### config.mk
export PLATFORM = sky130hd
export DESIGN_NAME = scratchpad_dma_loader
export DESIGN_NICKNAME = d
export VERILOG_FILES = /design/src/rtl/accel_pkg.sv /design/src/rtl/dma_addr_gen.sv /design/src/rtl/scratchpad_dma_loader.sv
export SDC_FILE = /design/constraint.sdc
export NUM_CORES = 1
export LEC_CHECK = 0
export CORE_UTILIZATION = 31
export CTS_CLUSTER_SIZE = 25
export DETAILED_ROUTE_END_ITERATION = 12
export PLACE_DENSITY = 0.64
export REMOVE_ABC_BUFFERS = 1
export SETUP_SLACK_MARGIN = 0.05
export SLEW_MARGIN = 20
export SYNTH_ARGS = -nofsm -noshare
export SYNTH_HDL_FRONTEND = slang
export SYNTH_SLANG_ARGS = --single-unit
### constraint.sdc
create_clock -name clk -period 7.6 [get_ports clk]
set_input_delay 1.52 -clock clk [delete_from_list [all_inputs] [get_ports clk]]
set_output_delay 1.52 -clock clk [all_outputs]
set_load 0.01 [all_outputs]
### src/rtl/accel_pkg.sv
// Shared definitions for the accelerator tile loaders: FSM encoding and
// beat geometry helpers.
package accel_pkg;

    localparam logic [1:0] ST_IDLE  = 2'd0;
    localparam logic [1:0] ST_RUN   = 2'd1;
    localparam logic [1:0] ST_FLUSH = 2'd2;
    localparam logic [1:0] ST_DONE  = 2'd3;

    localparam int DATA_WIDTH_DEFAULT = 256;
    localparam int BEAT_BYTES         = DATA_WIDTH_DEFAULT / 8;

    typedef struct packed {
        logic [15:0] rows;
        logic [7:0]  beats;
    } tile_shape_t;

    // 16 x 8 bit product always fits the 24-bit beat count.
    function automatic logic [23:0] tile_beats(input tile_shape_t shape);
        return {8'd0, shape.rows} * {16'd0, shape.beats};
    endfunction

endpackage

### src/rtl/dma_addr_gen.sv
// Strided 2-D read address walker: beat/row counters, row base accumulator
// and the count of requests issued so far.
module dma_addr_gen
    import accel_pkg::*;
#(
    parameter int MEM_ADDR_WIDTH = 32,
    parameter int STEP_BYTES     = BEAT_BYTES
) (
    input  logic                      clk,
    input  logic                      rst,
    input  logic                      start,
    input  logic [MEM_ADDR_WIDTH-1:0] cmd_base,
    input  logic [MEM_ADDR_WIDTH-1:0] cmd_stride,
    input  logic [7:0]                cmd_beats,
    input  logic                      req_fire,
    output logic [MEM_ADDR_WIDTH-1:0] req_addr,
    output logic [23:0]               issued
);

    logic [MEM_ADDR_WIDTH-1:0] row_base;
    logic [MEM_ADDR_WIDTH-1:0] row_stride;
    logic [7:0]                beat;
    logic [7:0]                beats_per_row;

    always_ff @(posedge clk) begin
        if (rst) begin
            row_base      <= '0;
            row_stride    <= '0;
            beat          <= '0;
            beats_per_row <= '0;
            issued        <= '0;
        end else if (start) begin
            row_base      <= cmd_base;
            row_stride    <= cmd_stride;
            beat          <= '0;
            beats_per_row <= cmd_beats;
            issued        <= '0;
        end else if (req_fire) begin
            issued <= issued + 24'd1;
            if (beat == beats_per_row - 8'd1) begin
                beat     <= '0;
                row_base <= row_base + row_stride;
            end else begin
                beat <= beat + 8'd1;
            end
        end
    end

    // Address arithmetic wraps modulo the memory address width.
    assign req_addr = row_base + MEM_ADDR_WIDTH'(beat) * MEM_ADDR_WIDTH'(STEP_BYTES);

endmodule

### src/rtl/scratchpad_dma_loader.sv
// Loads one strided 2-D tile from system memory into consecutive scratchpad
// lines and optionally signals a buffer swap on error-free completion.
module scratchpad_dma_loader
    import accel_pkg::*;
#(
    parameter int ADDR_WIDTH      = 14,
    parameter int DATA_WIDTH      = 256,
    parameter int MEM_ADDR_WIDTH  = 32,
    parameter int MAX_OUTSTANDING = 4
) (
    input  logic                      clk,
    input  logic                      rst,
    input  logic                      cmd_valid,
    output logic                      cmd_ready,
    input  logic [MEM_ADDR_WIDTH-1:0] cmd_mem_base,
    input  logic [15:0]               cmd_rows,
    input  logic [7:0]                cmd_beats_per_row,
    input  logic [MEM_ADDR_WIDTH-1:0] cmd_row_stride,
    input  logic [ADDR_WIDTH-1:0]     cmd_sp_base,
    input  logic                      cmd_swap,
    output logic                      mem_req_valid,
    input  logic                      mem_req_ready,
    output logic [MEM_ADDR_WIDTH-1:0] mem_req_addr,
    input  logic                      mem_rsp_valid,
    output logic                      mem_rsp_ready,
    input  logic [DATA_WIDTH-1:0]     mem_rsp_data,
    input  logic                      mem_rsp_err,
    output logic                      dma_wr_en,
    output logic [ADDR_WIDTH-1:0]     dma_wr_addr,
    output logic [DATA_WIDTH-1:0]     dma_wr_data,
    input  logic                      dma_wr_ready,
    output logic                      buffer_swap,
    output logic                      busy,
    output logic                      done,
    output logic                      error,
    output logic [1:0]                state
);

    localparam logic [3:0] OUT_LIMIT = 4'(MAX_OUTSTANDING);

    logic [23:0]           total;
    logic [23:0]           received;
    logic [23:0]           issued;
    logic [3:0]            outstanding;
    logic [ADDR_WIDTH-1:0] sp_base;
    logic                  swap_req;
    logic                  cmd_fire;
    logic                  req_fire;
    logic                  rsp_fire;
    logic                  last_rsp;
    logic [23:0]           cmd_total;

    logic                  wr_vld_p1;
    logic [ADDR_WIDTH-1:0] wr_addr_p1;
    logic [DATA_WIDTH-1:0] wr_data_p1;

    assign cmd_total     = tile_beats('{rows: cmd_rows, beats: cmd_beats_per_row});
    assign cmd_ready     = (state == ST_IDLE);
    assign cmd_fire      = cmd_valid && cmd_ready;
    assign mem_req_valid = (state == ST_RUN) && (issued < total) && (outstanding < OUT_LIMIT);
    assign req_fire      = mem_req_valid && mem_req_ready;
    assign mem_rsp_ready = (state == ST_RUN) && dma_wr_ready;
    assign rsp_fire      = mem_rsp_valid && mem_rsp_ready;
    assign last_rsp      = rsp_fire && (received == total - 24'd1);
    assign busy          = (state != ST_IDLE);
    assign done          = (state == ST_DONE);
    assign buffer_swap   = done && swap_req && !error;

    dma_addr_gen #(
        .MEM_ADDR_WIDTH (MEM_ADDR_WIDTH),
        .STEP_BYTES     (DATA_WIDTH / 8)
    ) u_addr_gen (
        .clk        (clk),
        .rst        (rst),
        .start      (cmd_fire),
        .cmd_base   (cmd_mem_base),
        .cmd_stride (cmd_row_stride),
        .cmd_beats  (cmd_beats_per_row),
        .req_fire   (req_fire),
        .req_addr   (mem_req_addr),
        .issued     (issued)
    );

    always_ff @(posedge clk) begin
        if (rst) begin
            state       <= ST_IDLE;
            total       <= '0;
            received    <= '0;
            outstanding <= '0;
            error       <= 1'b0;
            sp_base     <= '0;
            swap_req    <= 1'b0;
        end else begin
            case (state)
                ST_IDLE: begin
                    if (cmd_fire) begin
                        total       <= cmd_total;
                        received    <= '0;
                        outstanding <= '0;
                        error       <= 1'b0;
                        sp_base     <= cmd_sp_base;
                        swap_req    <= cmd_swap;
                        state       <= (cmd_total == 24'd0) ? ST_DONE : ST_RUN;
                    end
                end
                ST_RUN: begin
                    if (rsp_fire) begin
                        received <= received + 24'd1;
                        if (mem_rsp_err) begin
                            error <= 1'b1;
                        end
                    end
                    // Simultaneous issue and return leaves the in-flight count unchanged.
                    case ({req_fire, rsp_fire})
                        2'b10:   outstanding <= outstanding + 4'd1;
                        2'b01:   outstanding <= outstanding - 4'd1;
                        default: outstanding <= outstanding;
                    endcase
                    if (last_rsp) begin
                        state <= ST_FLUSH;
                    end
                end
                ST_FLUSH: state <= ST_DONE;
                default:  state <= ST_IDLE;
            endcase
        end
    end

    // Write stage p1: errored beats still consume a line position.
    always_ff @(posedge clk) begin
        if (rst) begin
            wr_vld_p1  <= 1'b0;
            wr_addr_p1 <= '0;
            wr_data_p1 <= '0;
        end else begin
            wr_vld_p1 <= rsp_fire && !mem_rsp_err;
            if (rsp_fire && !mem_rsp_err) begin
                wr_addr_p1 <= sp_base + ADDR_WIDTH'(received);
                wr_data_p1 <= mem_rsp_data;
            end
        end
    end

    assign dma_wr_en   = wr_vld_p1;
    assign dma_wr_addr = wr_addr_p1;
    assign dma_wr_data = wr_data_p1;

endmodule

Word-level counts from Yosys, hierarchy flattened
Index checks and enable logic that the tools add are counted.
Operators by class
  add/sub/neg operators: 10
  $mul: 1
  divide/modulo/power cells: 0
  magnitude comparators: 2
  equal/unequal tests: 12
  shift-type cells: 0
  mux-type cells: 18
  bitwise operators: 0
  reductions and logical operators: 25
Operators by type and width (number)
  32-bit 2-to-1 mux: 3
  24-bit by 1-bit adder with 24-bit output (second input constant): 2
  24-bit 2-to-1 mux: 2
  24-bit case mux with 2 select lines: 1
  32-bit by 13-bit adder with 32-bit output: 1
  32-bit adder: 1
  24-bit equality test: 1
  24-bit logical NOT: 1
  24-bit less-than comparator: 1
  16-bit by 8-bit multiplier with 24-bit output: 1
  24-bit by 1-bit subtractor with 24-bit output (second input constant): 1
  4-bit case mux with 2 select lines: 2
  14-bit adder: 1
  1-bit logical AND: 10
  8-bit by 1-bit adder with 8-bit output (second input constant): 1
  8-bit equality test: 1
  8-bit 2-to-1 mux: 1
  2-bit nonzero test: 4
  8-bit by 1-bit subtractor with 8-bit output (second input constant): 1
  2-bit equality test (second input constant): 3
  2-bit 2-to-1 mux: 3
  2-bit inequality test (second input constant): 3
  2-bit case mux with 3 select lines: 1
  2-bit AND reduction: 3
  14 further kinds: 19
Word-level totals
  register bits: 445
  latch bits: 0
  memory bits (writable): 0
  ROM bits: 0
  bits of input ports: 366
  memories kept: 0

Depth between registers and ports, before layout
  depth in word-level cells: 7
  gate-level depth with buffers: 21
  gate-level depth less buffers: 20

By module
Synthesis repeated with hierarchy kept, for this count alone.
Second synthesis, totals
  cells, all modules: 3069
  area total of the unflattened synthesis: 24943.9 µm²
Modules (own cells, without submodules)
  scratchpad_dma_loader: times used 1, cells each 2270, area each 18197.5 µm², sequential area each 6826.5 µm²
  dma_addr_gen: times used 1, cells each 799, area each 6746.5 µm², sequential area each 2082.0 µm²

Least setup slack after synthesis
Ideal clock, no wire load.
  kind: input to register
  start: input port cmd_beats_per_row[7]
  end: register state[1]
  setup time: 0.059 ns
  arrival: 6.270 ns
  required time: 7.541 ns
  setup slack: 1.272 ns
  stages: 20
  cell sequence: clkbuf_1 > and2_1 > fa_1 > fa_1 > fa_1 > inv_1 > fa_1 > inv_1 > ha_1 > clkbuf_1 > a21o_1 > a211oi_1 > o21ai_0 > a21o_1 > a21oi_1 > o41ai_1 > a211o_1 > a2111oi_2 > and4_1 > a31o_1
Between the ends
  longest elaborated chain between the ends: 5
Ends and longest elaborated chain
  start, declared: line scratchpad_dma_loader.sv:17  | input logic [7:0] cmd_beats_per_row,
  16-bit by 8-bit multiplier with 24-bit output: line accel_pkg.sv:20  | return {8'd0, shape.rows} * {16'd0, shape.beats};
  24-bit logical NOT: line scratchpad_dma_loader.sv:103  | state <= (cmd_total == 24'd0) ? ST_DONE : ST_RUN;
  2-bit 2-to-1 mux: line scratchpad_dma_loader.sv:103
  2-bit 2-to-1 mux: line scratchpad_dma_loader.sv:96  | if (cmd_fire) begin
  2-bit case mux with 3 select lines: line scratchpad_dma_loader.sv:94  | case (state)
  end signal, assigned: line scratchpad_dma_loader.sv:103
  end, declared: line scratchpad_dma_loader.sv:36  | output logic [1:0] state
Every way passes these cells. The select of a mux whose other input is x is not followed.
A chain may end at the register's enable or synchronous reset.

Final worst setup path
  start: input port cmd_beats_per_row[4]
  end: register state[1]
Same word-level chain as after synthesis.

==> reports/qor.txt <==
======================================================================================
Clock tree from TritonCTS                                                        built
Worst Path Class, Setup                                                         in2reg
Most used standard cells in the synthesized netlist                       757 x sky130_fd_sc_hd__nand2_1, 445 x sky130_fd_sc_hd__dfxtp_1, 431 x sky130_fd_sc_hd__a21oi_1
Number of global-route vias before repair                                        22.7k
Hold/Removal Path Class                                                        reg2reg
Leading cell types by total area after synthesis                          sky130_fd_sc_hd__dfxtp_1 36%, sky130_fd_sc_hd__nand2_1 11%, sky130_fd_sc_hd__a21oi_1 8.7%, sky130_fd_sc_hd__fa_1 7.1%, sky130_fd_sc_hd__ha_1 6.6%
Vias/cell                                                                         4.92
Final Routed Wirelength                                                      96,500 um
Crit Path Max Fanout                                                                11
Slowest-stage cell, CP                                                    sky130_fd_sc_hd__clkdlybuf4s50_1
Floorplan Core Area                                                        79,000 um^2
Clock net sink count                                                               445
H-tree depth reported by CTS                                                         2
Clock Skews                                                                  0.0323 ns
FF-to-FF path depth                                                                 10
Total global-route track usage                                                   0.231
Area added between synthesis and finish                                          39.2%
Yosys warns                                                                          0
Maximum number of pins on one net before global-route repair                       184
Fmax                                                                           150 MHz
Power density over the cells                                               261 nW/um^2
Worst-margin pin slew                                                         0.987 ns
Outcome                                                                   finished, final reports clean
Launch point of the worst reg-to-reg path                                     state[0]
Floorplan die area                                                         81,000 um^2
Clk root buf                                                              sky130_fd_sc_hd__clkbuf_16
Hold WS                                                                       0.452 ns
Fin crit period                                                                6.66 ns
Setup repair after global routing missed its margin                              false
Worst supply voltage drop on vdd                                              0.188 mV
# placed instances                                                               4,687
Die X-Extent                                                                    285 um
Number of buffers added for setup after CTS                                          0
Count leader, synth                                                       sky130_fd_sc_hd__nand2_1
Most numerous cell on the critical path                                   sky130_fd_sc_hd__fa_1
Proportion of netlist area held by the largest area contributor                  0.360
Flop-to-flop setup slack                                                       3.18 ns
Effective utilization at floorplan                                               0.313
Final hold violations                                                                0
Cell depth of the worst hold path                                                    2
Post-synth EDFFs                                                                     0
Post-synth top flop                                                       sky130_fd_sc_hd__dfxtp_1
Avg WL per Cell                                                                20.1 um
GRT overflow                                                                         0
Max cap viols                                                                        0
Largest buffer count on any clock path                                               3
Worst reg2reg endpoint                                                    received[23]
Sum of buffers and inverters on the critical path                                    4
Sequential-to-total area share from yosys stat                                   0.360
Number of buffers added on ports                                                   677
Share of async-settable or async-resettable flops after synthesis                    0
Arrival time worst endpoint                                                    7.20 ns
Resized Gates After CTS                                                              0
Initial DRT Pass Iterations                                                          5
Data required time of the critical path                                        8.14 ns
Synth Cell Area                                                            24,800 um^2
Mean area per synthesized cell                                               7.96 um^2
Number of buffers added to fix hold violations after cts                             0
Total I/O pin count                                                                678
Register bit total from synthesis                                                  445
Standby leakage power                                                          12.9 nW
Type of destination of the critical path                                          flop
Inserted Clock Buffers                                                              54
Floorplan row count                                                                103
Synthesized instance count                                                       3,108
Post-detailed-placement half-perimeter wirelength                            74,200 um
Clock transition at path regs                                                  0.06 ns
Period utilisation layout                                                        0.876
Cells along the critical path                                             clkdlybuf4s50_1 > buf_4 > and2_1 > fa_1 > fa_1 > fa_1 > inv_1 > fa_1 > inv_1 > ha_1 > a21o_1 > a211oi_1 > o21ai_0 > a21o_1 > a21oi_1 > o41ai_1 > a211o_1 > a2111oi_2 > and4_1 > a31o_1
Family with the most delay on the worst path                               adder cells
Final Non-Filler Cells                                                           4,795
Worst-skew pair later-pin latency                                              0.62 ns
Number of unique standard cell types used by synthesis                              73
Worst relative slew slack                                                        0.342
Die Y                                                                           285 um
Weighted congestion reported at the end of routability-driven placement          0.908
Total power after layout                                                     0.00900 W
Total count of max-transition violations in the final report                         0
Routed via count                                                                 23.6k
Drt drc                                                                              0
Global-route wire length before repair                                      144,000 um
Number of antenna violations at the first check in global routing                   13
Worst hold path startpoint                                                dma_wr_data[191]
Final-stage net count                                                            4,278
Setup-failing EPs final                                                              0
Critical Path Source Type                                                    input pin
CP peak stage delay                                                            0.64 ns
Largest area contributor in the synthesized netlist                       sky130_fd_sc_hd__dfxtp_1
Worst hold endpoint                                                       dma_wr_data[191]
Detailed Route Iter0 Violations                                                  1,584
Fraction of final layout cells sized beyond drive strength 1                    0.0390
ANT nets after route                                                                 0
======================================================================================
-- cells by family (layout without fill, tap and decap cells) --
family | after synthesis | in the layout | share of synthesized area
buffers and inverters | 343 | 975 | 0.0533
adder cells (fa/ha/maj) | 218 | 218 | 0.137
multiplexers | 32 | 32 | 0.0131
other | 0 | 5 | 0
flip-flops | 445 | 445 | 0.360
XOR/XNOR | 154 | 154 | 0.0545
AND/OR/NAND/NOR | 1229 | 1229 | 0.222
AO/OA/AOI/OAI | 687 | 687 | 0.160
-- routing by layer --
layer  global-route usage  share of wire  vias up
li1                     -              -    11600
met1                0.288           0.42    11100
met2                0.386           0.47      735
met3               0.0543          0.073      144
met4               0.0825          0.037        8
met5                    0        0.00053        -
-- where the power goes --
part / switching [W] / total (W) / internal (W) / leakage [nW]
clock: 0.00111 / 0.00287 / 0.00176 / 0.953
combinational: 0.00193 / 0.00338 / 0.00145 / 8.37
sequential: 0.000220 / 0.00275 / 0.00253 / 3.61
-- worst max path at each step --
| stage | cells past startpoint | endpoint | slack [ns] | from |
|---|---|---|---|---|
| 2_1_floorplan | 3 | dma_wr_addr[1] | -3.03 | mem_rsp_valid |
| 3_3_place_gp | 20 | state[1] | 0.45 | cmd_beats_per_row[4] |
| 3_5_place_dp | 20 | state[1] | 0.39 | cmd_beats_per_row[4] |
| 4_1_cts | 20 | state[1] | 1.01 | cmd_beats_per_row[4] |
| 5_1_grt | 20 | state[1] | 0.65 | cmd_beats_per_row[4] |
| 6_report | 20 | state[1] | 0.94 | cmd_beats_per_row[4] |
-- worst min-delay path, stage by stage, from the launching register on --
cell	delay [ns]
sky130_fd_sc_hd__dfxtp_1	0.30
sky130_fd_sc_hd__nand2_1	0.05
sky130_fd_sc_hd__a21oi_1	0.05
-- sequential cells by signal, summed over array words and instances (netlist names) --
name / count
total: 24
u_addr_gen.issued: 24
u_addr_gen.beat: 8
sp_base: 14
u_addr_gen.row_stride: 32
state: 2
swap_req: 1
error: 1
outstanding: 4
u_addr_gen.beats_per_row: 8
dma_wr_addr: 14
dma_wr_en: 1
u_addr_gen.row_base: 32
received: 24
dma_wr_data: 256
-- layout by cell type, fill, tap and decap left out, types with 6 or more instances in the layout --
cell type                         netlist  routed
sky130_fd_sc_hd__nand2_1              757     756
sky130_fd_sc_hd__clkdlybuf4s50_1        0     676
sky130_fd_sc_hd__dfxtp_1              445     445
sky130_fd_sc_hd__a21oi_1              431     431
sky130_fd_sc_hd__inv_1                170     170
sky130_fd_sc_hd__nor2_1               141     140
sky130_fd_sc_hd__ha_1                 130     130
sky130_fd_sc_hd__and2_1               123     122
sky130_fd_sc_hd__xnor2_1               88      88
sky130_fd_sc_hd__fa_1                  88      88
sky130_fd_sc_hd__o21ai_0               85      85
sky130_fd_sc_hd__xor2_1                66      66
sky130_fd_sc_hd__clkbuf_16              0      55
sky130_fd_sc_hd__nand3_1               40      40
sky130_fd_sc_hd__a211oi_1              35      34
sky130_fd_sc_hd__mux2i_1               28      28
sky130_fd_sc_hd__a21o_1                27      27
sky130_fd_sc_hd__nand4_1               26      26
sky130_fd_sc_hd__nor3_1                25      25
sky130_fd_sc_hd__and3_1                21      21
sky130_fd_sc_hd__buf_4                  6      21
sky130_fd_sc_hd__or3_1                 18      18
sky130_fd_sc_hd__o21a_1                15      15
sky130_fd_sc_hd__nor2b_1               13      13
sky130_fd_sc_hd__nand2b_1              12      12
sky130_fd_sc_hd__clkbuf_1             154      12
sky130_fd_sc_hd__clkbuf_8               0      12
sky130_fd_sc_hd__a31oi_1               11      11
sky130_fd_sc_hd__and4_1                 9       9
sky130_fd_sc_hd__o211ai_1               9       9
sky130_fd_sc_hd__bufinv_16              0       9
sky130_fd_sc_hd__nor4_1                 8       8
sky130_fd_sc_hd__o21bai_1               6       6
sky130_fd_sc_hd__o2111ai_1              6       6
-- layout make-up --
class / count / area, um^2
Antenna cell: 5 / 12.5
Multi-Input combinational cell: 2320 / 14600
Clock inverter: 23 / 384
Inverter: 170 / 638
Timing Repair Buffer: 703 / 7050
Clock buffer: 79 / 1590
Sequential cell: 445 / 8910
Fill cell: 7917 / 44600
Tap cell: 1050 / 1310
-- per-stage QoR --
stage	setup TNS (ns)	worst slack [ns]	util	cell area, um^2
floorplan	-714.15	-3.03	-	24100
detailed placement	0	0.388	0.411	32400
CTS	0	1.01	0.436	34400
global route	0	0.652	0.436	34400
global placement	0	0.446	0.411	32400
finish	0	0.939	0.436	34400
Note: power is estimated with default switching activity, not from simulation.
